**src/rtl/uart_cmd_sequencer.sv**
```systemverilog
// uart_cmd_sequencer
//   Parses command frames arriving through a UART RX FIFO, loads operand and
//   opcode registers for an external combinational ALU, captures the result
//   and answers through the UART TX FIFO.
//
//   Frame (CMD_CHECKSUM_EN defined):   HDR_BYTE, A, B, OP, CHK
//   Frame (CMD_CHECKSUM_EN undefined): HDR_BYTE, A, B, OP
//   CHK must equal A ^ B ^ zero-extended OP. Good frame -> ACK_BYTE, result.
//   Bad checksum -> ERR_BYTE. Inter-byte gap of TIMEOUT_CYC cycles -> abort.
//
//   Ports:
//     clock         system clock
//     i_reset       asynchronous active-low reset
//     i_rx_empty    RX FIFO empty
//     i_rx_data     RX FIFO head word
//     o_rd_uart     RX FIFO pop strobe
//     i_tx_full     TX FIFO full
//     o_wr_uart     TX FIFO push strobe
//     o_tx_data     byte pushed into the TX FIFO (registered)
//     o_alu_a/b     registered operands
//     o_alu_op      registered opcode
//     i_alu_result  combinational ALU result
//     o_busy        high whenever a frame is in progress
//     o_err         one-cycle pulse on checksum error or timeout
//
//   Build macro: CMD_CHECKSUM_EN enables the trailing checksum byte.
module uart_cmd_sequencer #(
    parameter int              DBIT        = 8,
    parameter int              NB_OP       = 6,
    parameter int              TIMEOUT_CYC = 100000,
    parameter logic [DBIT-1:0] HDR_BYTE    = 8'hA5,
    parameter logic [DBIT-1:0] ACK_BYTE    = 8'h5A,
    parameter logic [DBIT-1:0] ERR_BYTE    = 8'hEE
) (
    input  logic             clock,
    input  logic             i_reset,
    input  logic             i_rx_empty,
    input  logic [DBIT-1:0]  i_rx_data,
    output logic             o_rd_uart,
    input  logic             i_tx_full,
    output logic             o_wr_uart,
    output logic [DBIT-1:0]  o_tx_data,
    output logic [DBIT-1:0]  o_alu_a,
    output logic [DBIT-1:0]  o_alu_b,
    output logic [NB_OP-1:0] o_alu_op,
    input  logic [DBIT-1:0]  i_alu_result,
    output logic             o_busy,
    output logic             o_err
);

    localparam int CW = (TIMEOUT_CYC > 2) ? $clog2(TIMEOUT_CYC) : 1;
    localparam logic [CW-1:0] TO_LAST = CW'(TIMEOUT_CYC - 1);

    typedef enum logic [3:0] {
        IDLE,
        GET_A,
        GET_B,
        GET_OP,
        GET_CHK,
        EXEC,
        SEND_ACK,
        SEND_RES,
        SEND_ERR
    } state_t;

    state_t            state_q, state_d;
    logic [DBIT-1:0]   a_q, a_d;
    logic [DBIT-1:0]   b_q, b_d;
    logic [NB_OP-1:0]  op_q, op_d;
    logic [DBIT-1:0]   res_q, res_d;
    logic [DBIT-1:0]   tx_q, tx_d;
    logic [CW-1:0]     to_cnt_q, to_cnt_d;

    logic in_get;
    logic pop;
    logic timeout;
    logic rd_c;
    logic wr_c;
    logic err_c;

`ifdef CMD_CHECKSUM_EN
    logic [DBIT-1:0] chk_exp;
    assign chk_exp = a_q ^ b_q ^ DBIT'(op_q);
`endif

    assign in_get  = (state_q == GET_A) || (state_q == GET_B) ||
                     (state_q == GET_OP) || (state_q == GET_CHK);
    assign pop     = ((state_q == IDLE) || in_get) && !i_rx_empty;
    // A pop always wins over the terminal count: timeout requires an empty FIFO.
    assign timeout = in_get && i_rx_empty && (to_cnt_q == TO_LAST);

    always_comb begin
        state_d  = state_q;
        a_d      = a_q;
        b_d      = b_q;
        op_d     = op_q;
        res_d    = res_q;
        tx_d     = tx_q;
        to_cnt_d = '0;
        rd_c     = 1'b0;
        wr_c     = 1'b0;
        err_c    = 1'b0;

        if (in_get && i_rx_empty && !timeout) begin
            to_cnt_d = to_cnt_q + 1'b1;
        end

        rd_c = pop;

        unique case (state_q)
            IDLE: begin
                if (pop && (i_rx_data == HDR_BYTE)) begin
                    state_d = GET_A;
                end
            end
            GET_A: begin
                if (pop) begin
                    a_d     = i_rx_data;
                    state_d = GET_B;
                end
            end
            GET_B: begin
                if (pop) begin
                    b_d     = i_rx_data;
                    state_d = GET_OP;
                end
            end
            GET_OP: begin
                if (pop) begin
                    op_d = i_rx_data[NB_OP-1:0];
`ifdef CMD_CHECKSUM_EN
                    state_d = GET_CHK;
`else
                    state_d = EXEC;
`endif
                end
            end
`ifdef CMD_CHECKSUM_EN
            GET_CHK: begin
                if (pop) begin
                    if (i_rx_data == chk_exp) begin
                        state_d = EXEC;
                    end else begin
                        err_c   = 1'b1;
                        tx_d    = ERR_BYTE;
                        state_d = SEND_ERR;
                    end
                end
            end
`endif
            EXEC: begin
                res_d   = i_alu_result;
                tx_d    = ACK_BYTE;
                state_d = SEND_ACK;
            end
            SEND_ACK: begin
                if (!i_tx_full) begin
                    wr_c    = 1'b1;
                    // Preload the result so it is already registered when pushed.
                    tx_d    = res_q;
                    state_d = SEND_RES;
                end
            end
            SEND_RES: begin
                if (!i_tx_full) begin
                    wr_c    = 1'b1;
                    state_d = IDLE;
                end
            end
            SEND_ERR: begin
                if (!i_tx_full) begin
                    wr_c    = 1'b1;
                    state_d = IDLE;
                end
            end
            default: begin
                state_d = IDLE;
            end
        endcase

        if (timeout) begin
            err_c   = 1'b1;
            state_d = IDLE;
        end
    end

    always_ff @(posedge clock or negedge i_reset) begin
        if (!i_reset) begin
            state_q  <= IDLE;
            a_q      <= '0;
            b_q      <= '0;
            op_q     <= '0;
            res_q    <= '0;
            tx_q     <= '0;
            to_cnt_q <= '0;
        end else begin
            state_q  <= state_d;
            a_q      <= a_d;
            b_q      <= b_d;
            op_q     <= op_d;
            res_q    <= res_d;
            tx_q     <= tx_d;
            to_cnt_q <= to_cnt_d;
        end
    end

    // Strobes are decoded from state and FIFO flags; gate them so that an
    // asserted reset silences them even while the FIFO reports data.
    assign o_rd_uart = rd_c & i_reset;
    assign o_wr_uart = wr_c & i_reset;
    assign o_err     = err_c & i_reset;
    assign o_busy    = (state_q != IDLE);
    assign o_tx_data = tx_q;
    assign o_alu_a   = a_q;
    assign o_alu_b   = b_q;
    assign o_alu_op  = op_q;

endmodule

```
**config.mk**
```make
export PLATFORM = sky130hd
export DESIGN_NAME = uart_cmd_sequencer
export DESIGN_NICKNAME = d
export VERILOG_FILES = /design/src/rtl/uart_cmd_sequencer.sv
export SDC_FILE = /design/constraint.sdc
export NUM_CORES = 1
export LEC_CHECK = 0
export ABC_AREA = 1
export BUFFER_PORTS_ARGS = -buffer_cell sky130_fd_sc_hd__buf_2
export CORE_MARGIN = 3
export CORE_UTILIZATION = 45
export CTS_BUF_LIST = sky130_fd_sc_hd__clkbuf_8
export CTS_CLUSTER_SIZE = 20
export DETAILED_ROUTE_END_ITERATION = 8
export PLACE_DENSITY = 0.68
export SLEW_MARGIN = 20
export SYNTH_ARGS = -nofsm -noshare
export SYNTH_HDL_FRONTEND = slang
export SYNTH_SLANG_ARGS = --single-unit
```
**constraint.sdc**
```tcl
create_clock -name clock -period 2.43 [get_ports clock]
set_input_delay 0.1215 -clock clock [delete_from_list [all_inputs] [get_ports clock]]
set_output_delay 0.1215 -clock clock [all_outputs]
set_load 0.01 [all_outputs]
```
; Word level (Yosys, flattened, before mapping)
; Index checks and enable logic that the tools add are counted.
[word_totals]
latch_bits = 0
n_memories = 0
mem_bits_ro = 0
word_cells = 63
in_bits = 20
output_inout_bits = 34
mem_bits_rw = 0
reg_bits = 59
[classes]
n_mux = 14
bitwise_logic = 3
n_shift = 0
addsub = 1
div_mod_pow = 0
n_mul = 0
n_eq_ne = 17
n_reduce_logical = 21
magnitude_cmp = 0
[ops]
columns = cell, count
row1 = 4-bit 2-to-1 mux, 7
row2 = 4-bit one-hot mux with 7 select lines, 1
row3 = "17-bit by 1-bit adder with 17-bit output, second input constant", 1
row4 = "17-bit == test, second input constant", 1
row5 = 17-bit 2-to-1 mux, 1
row6 = "4-bit by 3-bit == test with 1-bit output, second input constant", 4
row7 = 8-bit one-hot mux with 2 select lines, 1
row8 = "3-bit != test, second input constant", 4
row9 = "4-bit by 2-bit == test with 1-bit output, second input constant", 2
row10 = "8-bit == test, second input constant", 1
row11 = 8-bit 2-to-1 mux, 1
row12 = 2-bit AND reduction, 4
row13 = "3-bit by 2-bit != test with 1-bit output, second input constant", 2
row14 = 6-bit AND reduction, 1
row15 = 1-bit logical AND, 5
row16 = "4-bit by 1-bit == test with 1-bit output, second input constant", 1
row17 = "4-bit == test, second input constant", 1
row18 = 4-bit logical NOT, 1
row19 = 1-bit logical OR, 4
row20 = 4-bit nonzero test, 1
row21 = 1-bit AND, 3
row22 = 1-bit 2-to-1 mux, 3
row23 = 3-bit OR reduction, 1
row24 = 1-bit logical NOT, 2
row25 = 3 further kinds, 3

; Logic depth before layout (Yosys ltp)
; Gate-level depths: netlist (run 1).
[logic_depth]
ltp_word = 10
mapped_depth = 10
mapped_depth_nobuf = 10

; Worst setup path before layout (run 1)
; Ideal clock, no wire load.
[synth_path]
path_type = reg-to-reg
startpoint = reg to_cnt_q[0]
endpoint = reg state_q[1]
arrival_ps = 1244
path_slack_ps = 1065
stages_incl_launch_ff = 11
period_less_slack_ps = 1365
cell_sequence = dfrtp_1 -> ha_1 -> nand2_1 -> inv_2 -> nand2_2 -> nor2_1 -> nand2_2 -> nand2_1 -> nand3_2 -> nand2_1 -> o21ai_1
[synth_between]
elab_chain_len = 4
[synth_lines]
columns = element, line
row1 = from (decl), 72  ; logic [CW-1:0] to_cnt_q, to_cnt_d;
row2 = from (signal assigned), 203  ; to_cnt_q <= to_cnt_d;
row3 = 17-bit == test (*), 90  ; assign timeout = in_get && i_rx_empty && (to_cnt_q == TO_LAST);
row4 = 1-bit logical AND (*), 90
row5 = 3-bit by 2-bit != test with 1-bit output (no source line) or 3-bit != test (tied branches), -
row6 = 6-bit AND reduction (no source line), -
row7 = to (signal assigned), 197  ; state_q <= state_d;
row8 = to (decl), 66  ; state_t state_q, state_d;
; Every way passes the cells marked *; elsewhere a longest branch is shown, timed or not.
; A chain may end at the register's enable or synchronous reset.

; Worst setup path in the final report (run 1)
[layout_path]
startpoint = reg to_cnt_q[0]
endpoint = out o_err
[layout_between]
elab_chain_len = 4
[layout_lines]
columns = element, line
row1 = 17-bit == test, 90
row2 = 1-bit logical AND, 90
row3 = 1-bit 2-to-1 mux, 181  ; if (timeout) begin
row4 = 1-bit AND, 211  ; assign o_err = err_c & i_reset;
row5 = to (decl), 48  ; output logic o_err
; Every way passes these cells.

==> results.yml, run 1 <==
run_status:
  outcome: "complete, no violations"
power:
  ir_drop_uv: 657
  finalPower_mw: 3.37
  power.leakage_nw: 1.56
  cellPowerDensity_mw_per_mm2: 1060
global_route:
  grt_pass1_wl_um: 9160
  grt_pass1_vias: 2041
  grt_overflow_total: 0
  grtUsageTotal: 0.181
  antenna_found_initial: 0
  grt_start_max_net_pins: 40
critical_path:
  endpoint_kind: "output port"
  cp_data_arrival_time_ns: 1.74
  crit_type: "flop to output port"
  crit_fanout: 5
  cp-start-kind: "flop"
  required_ns: 2.31
logic_synthesis:
  synth_cell_types: 29
  yosys_register_bits: 58
  syn_area_per_cell_um2: 8.44
  syn_area_mm2: 0.00263
  ys_warn_count: 0
  syn_nets: 333
  yosysSeqAreaShare: 0.551
  ys.flop_type: "dfrtp_1"
  ys_async_sr_fraction: 1.00
  netlist_instances: 312
  synth-edff-count: 0
clock_tree:
  clk_pin_slew_ns: 0.06
  clk_path_buf_depth: 2
  cts_sinks: 58
  numCtsBuffers: 9
  cts_tree: "yes"
  clock_latency_ns: 0.34
  cts-root-buf: "clkbuf_8"
  post_cts_buffers: 0
  h-tree-depth: 3
finish:
  fillers: 525
  fin_util: 0.568
  nets: 393
  final_cell_mix: "63 x nand2_1, 58 x dfrtp_1, 53 x buf_2"
  layout_commonest_cell: "nand2_1"
  num_antenna_cells: 0
  drive_above_1_share: 0.236
  design_area_mm2: 0.00317
  final_cells: 449
  syn2layout_area_growth_pct: 20.2
placement:
  io_buffers: 53
  placedCellCount: 432
  gp_congestion: 0.833
  place_area_mm2: 0.00296
  dp_hpwl_um: 4000
  post-place-ws_ns: 0.913
timing:
  worst_slack_ns: 0.565
  timing.final.crit_share: 0.767
  hold_viol: 0
  slew_headroom: 0.670
  holdWs_ns: 0.0294
  setup-violations-final: 0
  drv_slew: 0
  fin_setup_tns_ns: 0
  clock.fmax_mhz: 536
  tightest_slew_ns: 0.494
  finalCriticalPeriod_ns: 1.86
  rsz0062_at_grt: "false"
  skew_ns: 0.00961
die:
  rows: 27
  core-area_mm2: 0.00557
  ios: 54
  die-area_mm2: 0.00681
  start_util: 0.473
  die_y_um: 82.5
  die-width_um: 82.5
route:
  drtAntennaViolNets: 0
  wl_um: 5440
  first_pass_iters: 4
  routed.top_layer: "met4"
  routed-wl-met3_um: 470
  wl_met2_um: 2440
  drt_iter0_markers: 163
  via_per_inst: 4.83
  wl_met1_um: 2460
  avgRoutedWirePerCell_um: 12.1
  vias: 2167
  drc: 0
worst_hold_path:
  hp-class: "input pin to flop"
flow_run:
  cap_violations: 0
[timing repair]
| action | CTS | global route |
|---|---|---|
| endpoints found under the hold margin | 19 | 0 |
| resized for setup | 0 | 0 |
| hold buffers | 1 | 0 |
[registers in the layout, summed over array words and instances, names as in the netlist]
register	count
o_alu_a	8
o_alu_b	8
o_alu_op	6
o_tx_data	8
res_q	8
state_q	3
to_cnt_q	17
[cell type report]
type                            instances  area, um^2  share of cell area
Tap cell                               72        90.1              0.0284
Sequential cell                        58        1450               0.458
Multi-Input combinational cell        210        1000               0.316
Inverter                               38         143              0.0450
Clock buffer                           11         151              0.0478
Clock inverter                          5        46.3              0.0146
Timing Repair Buffer                   55         283              0.0893
[report_power, final]
group / internal (mW) / switching (mW)
registers: 1.28 / 0.173
logic: 0.406 / 0.634
clock network: 0.516 / 0.360
total: 2.21 / 1.17
[layer usage]
| layer | global-route usage | vias up |
|---|---|---|
| li1 | - | 1110 |
| met1 | 0.230 | 982 |
| met2 | 0.266 | 67 |
| met3 | 0.0965 | 8 |
| met4 | 0.0588 | 0 |
| met5 | 0 | - |
[synthesized netlist by cell type, types with 2 or more instances]
| cell | number | share of area |
|---|---|---|
| a21oi_1 | 15 | 0.029 |
| buf_2 | 3 | 0.0057 |
| dfrtp_1 | 58 | 0.55 |
| inv_1 | 31 | 0.044 |
| inv_2 | 7 | 0.010 |
| nand2_1 | 63 | 0.090 |
| nand2_2 | 6 | 0.014 |
| nand2_4 | 2 | 0.0086 |
| nand3_1 | 9 | 0.017 |
| nand4_1 | 3 | 0.0071 |
| nor2_1 | 48 | 0.068 |
| nor2_2 | 3 | 0.0071 |
| nor2_4 | 2 | 0.0086 |
| nor3_1 | 14 | 0.027 |
| o21ai_0 | 8 | 0.015 |
| o21ai_1 | 23 | 0.044 |
| o21bai_1 | 2 | 0.0057 |
| xor2_1 | 4 | 0.013 |
[path summary, 6_finish.rpt]
path / end / startpoint / cells after the start / slack (ns)
worst min-delay path: res_q[6]$_DFFE_PN0P_ / i_alu_result[6] / 3 / 0.03
worst max-delay path: o_err / to_cnt_q[0]$_DFF_PN0_ / 8 / 0.57
worst max register to register: to_cnt_q[10]$_DFF_PN0_ / to_cnt_q[0]$_DFF_PN0_ / 9 / 0.91
max in group asynchronous: to_cnt_q[9]$_DFF_PN0_ / i_reset / 3 / 1.31
worst min register to register: to_cnt_q[0]$_DFF_PN0_ / to_cnt_q[0]$_DFF_PN0_ / 1 / 0.46
min in group asynchronous: o_tx_data[6]$_DFFE_PN0P_ / i_reset / 2 / 0.27
[worst max-delay path: stages, from the launching register on]
cell	delay, ns
dfrtp_1	0.37
ha_1	0.17
nand2_1	0.09
inv_2	0.07
nand2_2	0.08
nor2_1	0.18
nand3_1	0.19
nor2_1	0.13
buf_2	0.14
[logic make-up after synthesis]
logic type	Yosys count	synth area share
AO/OA/AOI/OAI	50	0.0988
XOR/XNOR	5	0.0166
adder cells (fa/ha/maj)	1	0.00475
buffers and inverters	44	0.0684
flip-flops	58	0.551
AND/OR/NAND/NOR	154	0.260
(Power assumes the default switching activity.)
==> run 2, diff against run 1 <==
--- a/config.mk
+++ b/config.mk
@@ -5,14 +5,14 @@
 export SDC_FILE = /design/constraint.sdc
 export NUM_CORES = 1
 export LEC_CHECK = 0
-export ABC_AREA = 1
+export ABC_AREA = 0
 export BUFFER_PORTS_ARGS = -buffer_cell sky130_fd_sc_hd__buf_2
 export CORE_MARGIN = 3
 export CORE_UTILIZATION = 45
 export CTS_BUF_LIST = sky130_fd_sc_hd__clkbuf_8
 export CTS_CLUSTER_SIZE = 20
 export DETAILED_ROUTE_END_ITERATION = 8
-export PLACE_DENSITY = 0.68
+export PLACE_DENSITY = 0.7
 export SLEW_MARGIN = 20
 export SYNTH_ARGS = -nofsm -noshare
 export SYNTH_HDL_FRONTEND = slang
==> constraint.sdc (replaced) <==
create_clock -name clock -period 1.5 [get_ports clock]
set_input_delay 0.075 -clock clock [delete_from_list [all_inputs] [get_ports clock]]
set_output_delay 0.075 -clock clock [all_outputs]
set_load 0.01 [all_outputs]
==> run 2 against run 1 <==
  * The run now ends with setup timing left
  * Final area up 20%
  * First-iteration DRC count down 35%
  * Area after synthesis up 0.38%
  * Setup slack worse by 0.76 ns
  * Critical path type is now flop to flop
  * Largest power group is now combinational logic
==> results.yml, run 2 <==
clock_tree:
  cts_sinks: 58
  cts-root-buf: "clkbuf_8"
  cts_tree: "yes"
  clock_latency_ns: 0.33
  clk_pin_slew_ns: 0.06
  h-tree-depth: 3
  numCtsBuffers: 9
  clk_path_buf_depth: 2
critical_path:
  cpPeakStageDelay_ns: 0.48
  endpoint_kind: "flop"
  cp-start-kind: "flop"
  required_ns: 1.76
  crit_top_cell: "buf_4"
  path_delay_family: "simple AND/OR/NAND/NOR gates"
  crit_type: "flop to flop"
  cp.depth: 6
  worstPathCellList: "buf_4 > buf_4 > nand2_2 > or3_4 > or4_1 > a21oi_1"
  cp_data_arrival_time_ns: 1.95
  crit_fanout: 4
  reg2regPathDepth: 6
  cp.buffers_inverters: 2
  crit_slowest_cell: "or4_1"
logic_synthesis:
  ys_async_sr_fraction: 1.00
  ys_warn_count: 0
  synth.most_common_cell: "dfrtp_1"
  synth_area_leader_cell: "dfrtp_1"
  synth-edff-count: 0
  synth_top_area_share: 0.549
  ys.flop_type: "dfrtp_1"
  syn_nets: 251
  netlist_instances: 230
  syn_area_per_cell_um2: 11.5
  syn_area_mm2: 0.00264
  synth_cell_types: 44
  synth.area.top_cells: "dfrtp_1 55%, mux2_2 13%, nor2_1 3.4%"
  yosysSeqAreaShare: 0.549
  yosys_register_bits: 58
  ys_top_cells_by_count: "58 x dfrtp_1, 30 x mux2_2, 24 x nor2_1"
finish:
  largest_reg_flops: 17
  fin_util: 0.678
  design_area_mm2: 0.00380
  num_antenna_cells: 0
  regMostFlops: "to_cnt_q"
  nets: 367
  layout_commonest_cell: "dfrtp_1"
  final_cells: 422
  syn2layout_area_growth_pct: 43.9
  drive_above_1_share: 0.491
  final_cell_mix: "57 x dfrtp_1, 53 x buf_2, 42 x buf_4"
global_route:
  grtUsageTotal: 0.199
  grt_overflow_total: 0
  grt_pass1_vias: 2182
  antenna_found_initial: 0
  grt_start_max_net_pins: 59
  grt_pass1_wl_um: 10000
timing:
  worst_slack_ns: -0.196
  timing.final.crit_share: 1.13
  finalCriticalPeriod_ns: 1.70
  setup-violations-final: 38
  drv_slew: 0
  slew_headroom: 0.514
  tightest_slew_ns: 0.730
  rsz0062_at_grt: "true"
  clock.fmax_mhz: 590
  skew_ns: 0.00464
  fin_setup_tns_ns: -3.20
  hold_viol: 0
route:
  drt_iter0_markers: 106
  drtAntennaViolNets: 0
  wl_um: 6430
  first_pass_iters: 4
  via_per_inst: 5.24
  drc: 0
  avgRoutedWirePerCell_um: 15.2
  vias: 2212
placement:
  io_buffers: 53
  placedCellCount: 388
  gp_congestion: 0.796
  place_area_mm2: 0.00333
  dp_hpwl_um: 4420
die:
  die-area_mm2: 0.00683
  core-area_mm2: 0.00561
  die_y_um: 82.7
  start_util: 0.471
  ios: 54
  rows: 27
  die-width_um: 82.7
run_status:
  violations: "setup timing"
  outcome: "finished, violations left"
power:
  cellPowerDensity_mw_per_mm2: 1840
  ir_drop_uv: 969
  power.leakage_nw: 1.73
worst_hold_path:
  hp-class: "input pin to flop"
  whs_path_depth: 2
flow_run:
  cap_violations: 0
==> run 2: cell types whose count changed after synthesis, moves of 23 or more <==
cell	change
inv_1	-24
mux2_2	+30
nor2_1	-24
o21ai_1	-23
nand2_1	-52
==> run 2: cell type report <==
class	count	area, um^2
Fill cell	432	1800
Sequential cell	58	1450
Multi-Input combinational cell	155	1230
Timing Repair Buffer	115	800
Clock buffer	12	165
Tap cell	72	90.1
Clock inverter	3	38.8
Inverter	7	26.3
==> run 2: path summary, 6_finish.rpt <==
kind                                     endpoint              startpoint  slack [ns]
max in group asynchronous  state_q[1]$_DFFE_PN0P_                 i_reset        0.54
hold reg to reg            o_alu_b[7]$_DFFE_PN0P_  o_alu_b[7]$_DFFE_PN0P_        0.50
setup / recovery           to_cnt_q[15]$_DFF_PN0_   to_cnt_q[1]$_DFF_PN0_       -0.20
setup reg to reg           to_cnt_q[15]$_DFF_PN0_   to_cnt_q[1]$_DFF_PN0_       -0.20
min in group asynchronous  o_alu_b[0]$_DFFE_PN0P_                 i_reset        0.44
hold / removal             o_alu_b[6]$_DFFE_PN0P_            i_rx_data[6]        0.02
==> run 2: cells by family (layout without fill, tap and decap cells) <==
| logic type | count (synthesis) | count (layout) | synth area share |
|---|---|---|---|
| multiplexers | 31 | 31 | 0.132 |
| XOR/XNOR | 14 | 14 | 0.0464 |
| AO/OA/AOI/OAI | 34 | 34 | 0.0795 |
| flip-flops | 58 | 58 | 0.549 |
| adder cells (fa/ha/maj) | 2 | 2 | 0.00852 |
| AND/OR/NAND/NOR | 74 | 74 | 0.159 |
| buffers and inverters | 17 | 137 | 0.0265 |
==> run 2: power by group <==
part / internal, mW / total [mW] / switching [mW]
Clock: 0.885 / 1.48 / 0.592
Sequential: 2.17 / 2.54 / 0.376
Combinational: 1.55 / 2.98 / 1.43
==> run 2: routing by layer <==
metal  routed length, um  global-route usage  part of all wire
met5                   0                   0                 0
met4                 118               0.105             0.018
met3                 358              0.0434             0.056
met2                3210               0.322              0.50
met1                2740               0.249              0.43
==> run 2: worst register-to-register path, stage by stage (launching register included) <==
cell and delay [ns]:
dfrtp_1 0.35, buf_4 0.11, buf_4 0.10, nand2_2 0.05, or3_4 0.39, or4_1 0.48
a21oi_1 0.13
==> run 2: per-stage QoR <==
stage | worst slack (ns) | power, mW | hold slack, ns
after floorplan | -0.170 | 4.19 | -0.221
after global placement | -0.110 | 5.18 | 0.276
after detailed placement | -0.152 | 5.31 | 0.284
after CTS | -0.196 | 6.97 | 0.00175
after global routing | -0.254 | 7.47 | 0.00428
final | -0.196 | 7.00 | 0.0159
==> run 2: repair_timing <==
item / 4_1_cts / 5_1_grt
hold endpoints to repair: 68 / 0
pin swaps: 7 / 5
setup buffers: 5 / 3
hold buffers: 12 / 0
resized for setup: 17 / 8
setup endpoints to repair: 41 / 44
==> run 3, diff against run 2 <==
--- a/config.mk
+++ b/config.mk
@@ -7,12 +7,14 @@
 export LEC_CHECK = 0
 export ABC_AREA = 0
 export BUFFER_PORTS_ARGS = -buffer_cell sky130_fd_sc_hd__buf_2
+export CELL_PAD_IN_SITES_DETAIL_PLACEMENT = 1
+export CELL_PAD_IN_SITES_GLOBAL_PLACEMENT = 1
 export CORE_MARGIN = 3
-export CORE_UTILIZATION = 45
+export CORE_UTILIZATION = 40
 export CTS_BUF_LIST = sky130_fd_sc_hd__clkbuf_8
 export CTS_CLUSTER_SIZE = 20
 export DETAILED_ROUTE_END_ITERATION = 8
-export PLACE_DENSITY = 0.7
+export PLACE_DENSITY_LB_ADDON = 0.1
 export SLEW_MARGIN = 20
 export SYNTH_ARGS = -nofsm -noshare
 export SYNTH_HDL_FRONTEND = slang
==> run 3 against run 2 <==
  * The flow still finishes with violations (setup timing)
  * Register-to-register slack worse by 0.06 ns
  * Routed wire length is 26% higher
  * Power is 4.0% higher
  * Global-route usage is 2.7 points higher
  * Setup slack worse by 0.085 ns
  * Core utilization is 3.7 points lower
  * Clock power is 16% lower
  * Sequential share of layout area is 1.4 points lower
  * Die area is 12% higher
  * Largest power group unchanged
  * Critical path type is now flop to output port
==> results.yml, run 3 (same netlist as run 2, synthesis figures left out) <==
critical_path:
  crit_slowest_cell: "dfrtp_1"
  cpPeakStageDelay_ns: 0.41
  cp-start-kind: "flop"
  reg2reg_from: "to_cnt_q[6]$_DFF_PN0_"
  cp_data_arrival_time_ns: 1.71
  reg2regPathDepth: 6
  endpoint_kind: "output port"
  worstPathCellList: "nor4b_2 > nand4_1 > buf_6 > nor3_4 > buf_2"
  required_ns: 1.42
  rr_endpoint: "state_q[1]$_DFFE_PN0P_"
  startpoint: "to_cnt_q[6]$_DFF_PN0_"
  r2r_setup_slack_ns: -0.26
  critPathCapture: "o_err"
  crit_fanout: 3
  crit_type: "flop to output port"
worst_hold_path:
  hp-class: "input pin to flop"
power:
  combPwrFrac: 0.473
  p_int_mw: 4.63
  power_frac_seq: 0.355
  cellPowerDensity_mw_per_mm2: 1840
  sw_frac_of_total: 0.364
  power.leakage_nw: 1.85
  finalPower_mw: 7.28
  ir_drop_uv: 1200
  p_clk_frac: 0.172
  p_sw_mw: 2.65
placement:
  dp_hpwl_um: 4950
  placedCellCount: 392
  gp_congestion: 0.786
  io_buffers: 53
die:
  core-area_mm2: 0.00617
  ios: 54
  die-width_um: 87.3
  rows: 28
  die_y_um: 87.3
  die-area_mm2: 0.00762
  start_util: 0.429
clock_tree:
  cts_sinks: 58
  clk_path_buf_depth: 2
  cts_tree: "yes"
  cts-root-buf: "clkbuf_8"
  clk_pin_slew_ns: 0.07
  h-tree-depth: 3
  numCtsBuffers: 9
  clock_latency_ns: 0.34
flow_run:
  cap_violations: 0
route:
  first_pass_iters: 4
  via_per_inst: 5.26
  wl_um: 8140
  avgRoutedWirePerCell_um: 18.7
  wl_met2_um: 4320
  vias: 2281
  wl_met1_um: 3400
  drc: 0
  routed.top_layer: "met4"
  drtAntennaViolNets: 0
  routed-wl-met3_um: 306
  drt_iter0_markers: 61
finish:
  final_cell_mix: "55 x dfrtp_1, 53 x buf_2, 45 x buf_4"
  layout_commonest_cell: "dfrtp_1"
  nets: 375
  largest_reg_flops: 17
  num_antenna_cells: 0
  final_cells: 434
  drive_above_1_share: 0.504
  fin_util: 0.641
  syn2layout_area_growth_pct: 49.6
  regMostFlops: "to_cnt_q"
timing:
  timing.final.crit_share: 1.19
  worst_slack_ns: -0.282
  setup-violations-final: 31
  slew_headroom: 0.497
  hold_viol: 0
  skew_ns: 0.00963
  tightest_slew_ns: 0.754
  rsz0062_at_grt: "true"
  finalCriticalPeriod_ns: 1.78
  drv_slew: 0
  holdWs_ns: 0.0212
  clock.fmax_mhz: 561
run_status:
  outcome: "finished, violations left"
  violations: "setup timing"
global_route:
  grt_pass1_vias: 2558
  antenna_found_initial: 0
  grt_start_max_net_pins: 59
  grtUsageTotal: 0.226
  grt_pass1_wl_um: 13000
  grt_overflow_total: 0
-- run 3: cell count changes in the layout (fill, tap and decap cells not counted), sizes merged --
cell and change:
dlygate4sd3 +2, clkinv +2, buf +6, inv +2
bufinv -1, clkbuf -2
-- run 3: timing repair --
item,in CTS,in global routing
endpoints found under the setup margin,44,61
buffers inserted,11,2
cloned,0,1
pin swaps,9,4
hold buffers,14,0
resized for setup,38,25
hold endpoints to repair,74,0
-- run 3: layout make-up --
class / count / area, um^2
inverters: 7 / 33.8
clock inverters: 6 / 26.3
fillers: 660 / 2210
clock buffers: 10 / 138
flip-flops and latches: 58 / 1460
repair buffers: 123 / 867
multi-input cells: 155 / 1340
well taps: 75 / 93.8
-- run 3: metrics by stage --
step	area [um^2]	worst slack, ns	TNS (ns)
after detailed placement	3320	-0.168	-1.77
after global placement	3320	-0.117	-1.05
after floorplan	2700	-0.170	-1.40
after global routing	3950	-0.341	-6.81
final	3950	-0.282	-4.14
after CTS	3850	-0.204	-1.94
-- run 3: how the worst min path moves through the flow --
stage	start	end	slack [ns]	cells past startpoint
5_1_grt	i_rx_data[3]	o_alu_op[3]$_DFFE_PN0P_	0.03	2
3_3_place_gp	i_reset	o_tx_data[3]$_DFFE_PN0P_	0.30	2
3_5_place_dp	i_reset	res_q[6]$_DFFE_PN0P_	0.31	2
6_report	i_rx_data[4]	o_alu_b[4]$_DFFE_PN0P_	0.02	2
2_1_floorplan	i_reset	o_alu_a[0]$_DFFE_PN0P_	-0.22	0
4_1_cts	i_rx_data[4]	o_alu_b[4]$_DFFE_PN0P_	0.003	2
-- run 3: power by group through the flow --
stage | Sequential, mW | Combinational (mW) | Clock, mW
6_report | 2.59 | 3.44 | 1.25
5_1_grt | 2.66 | 3.73 | 1.33
4_1_cts | 2.55 | 3.21 | 1.28
3_5_place_dp | 2.57 | 2.78 | 0
3_3_place_gp | 2.54 | 2.70 | 0
2_1_floorplan | 2.69 | 1.50 | 0
-- run 3: per-layer routing --
layer | GRT usage | vias up
met3 | 0.0568 | 11
met2 | 0.403 | 45
li1 | - | 1066
met4 | 0.0725 | 0
met5 | 0 | -
met1 | 0.264 | 1159
-- run 3: critical path, delay by kind of cell (launching register included) --
| family | cells | cell delay [ns] |
|---|---|---|
| AND/OR/NAND/NOR | 3 | 0.64 |
| flip-flops | 1 | 0.41 |
| buffers and inverters | 2 | 0.32 |
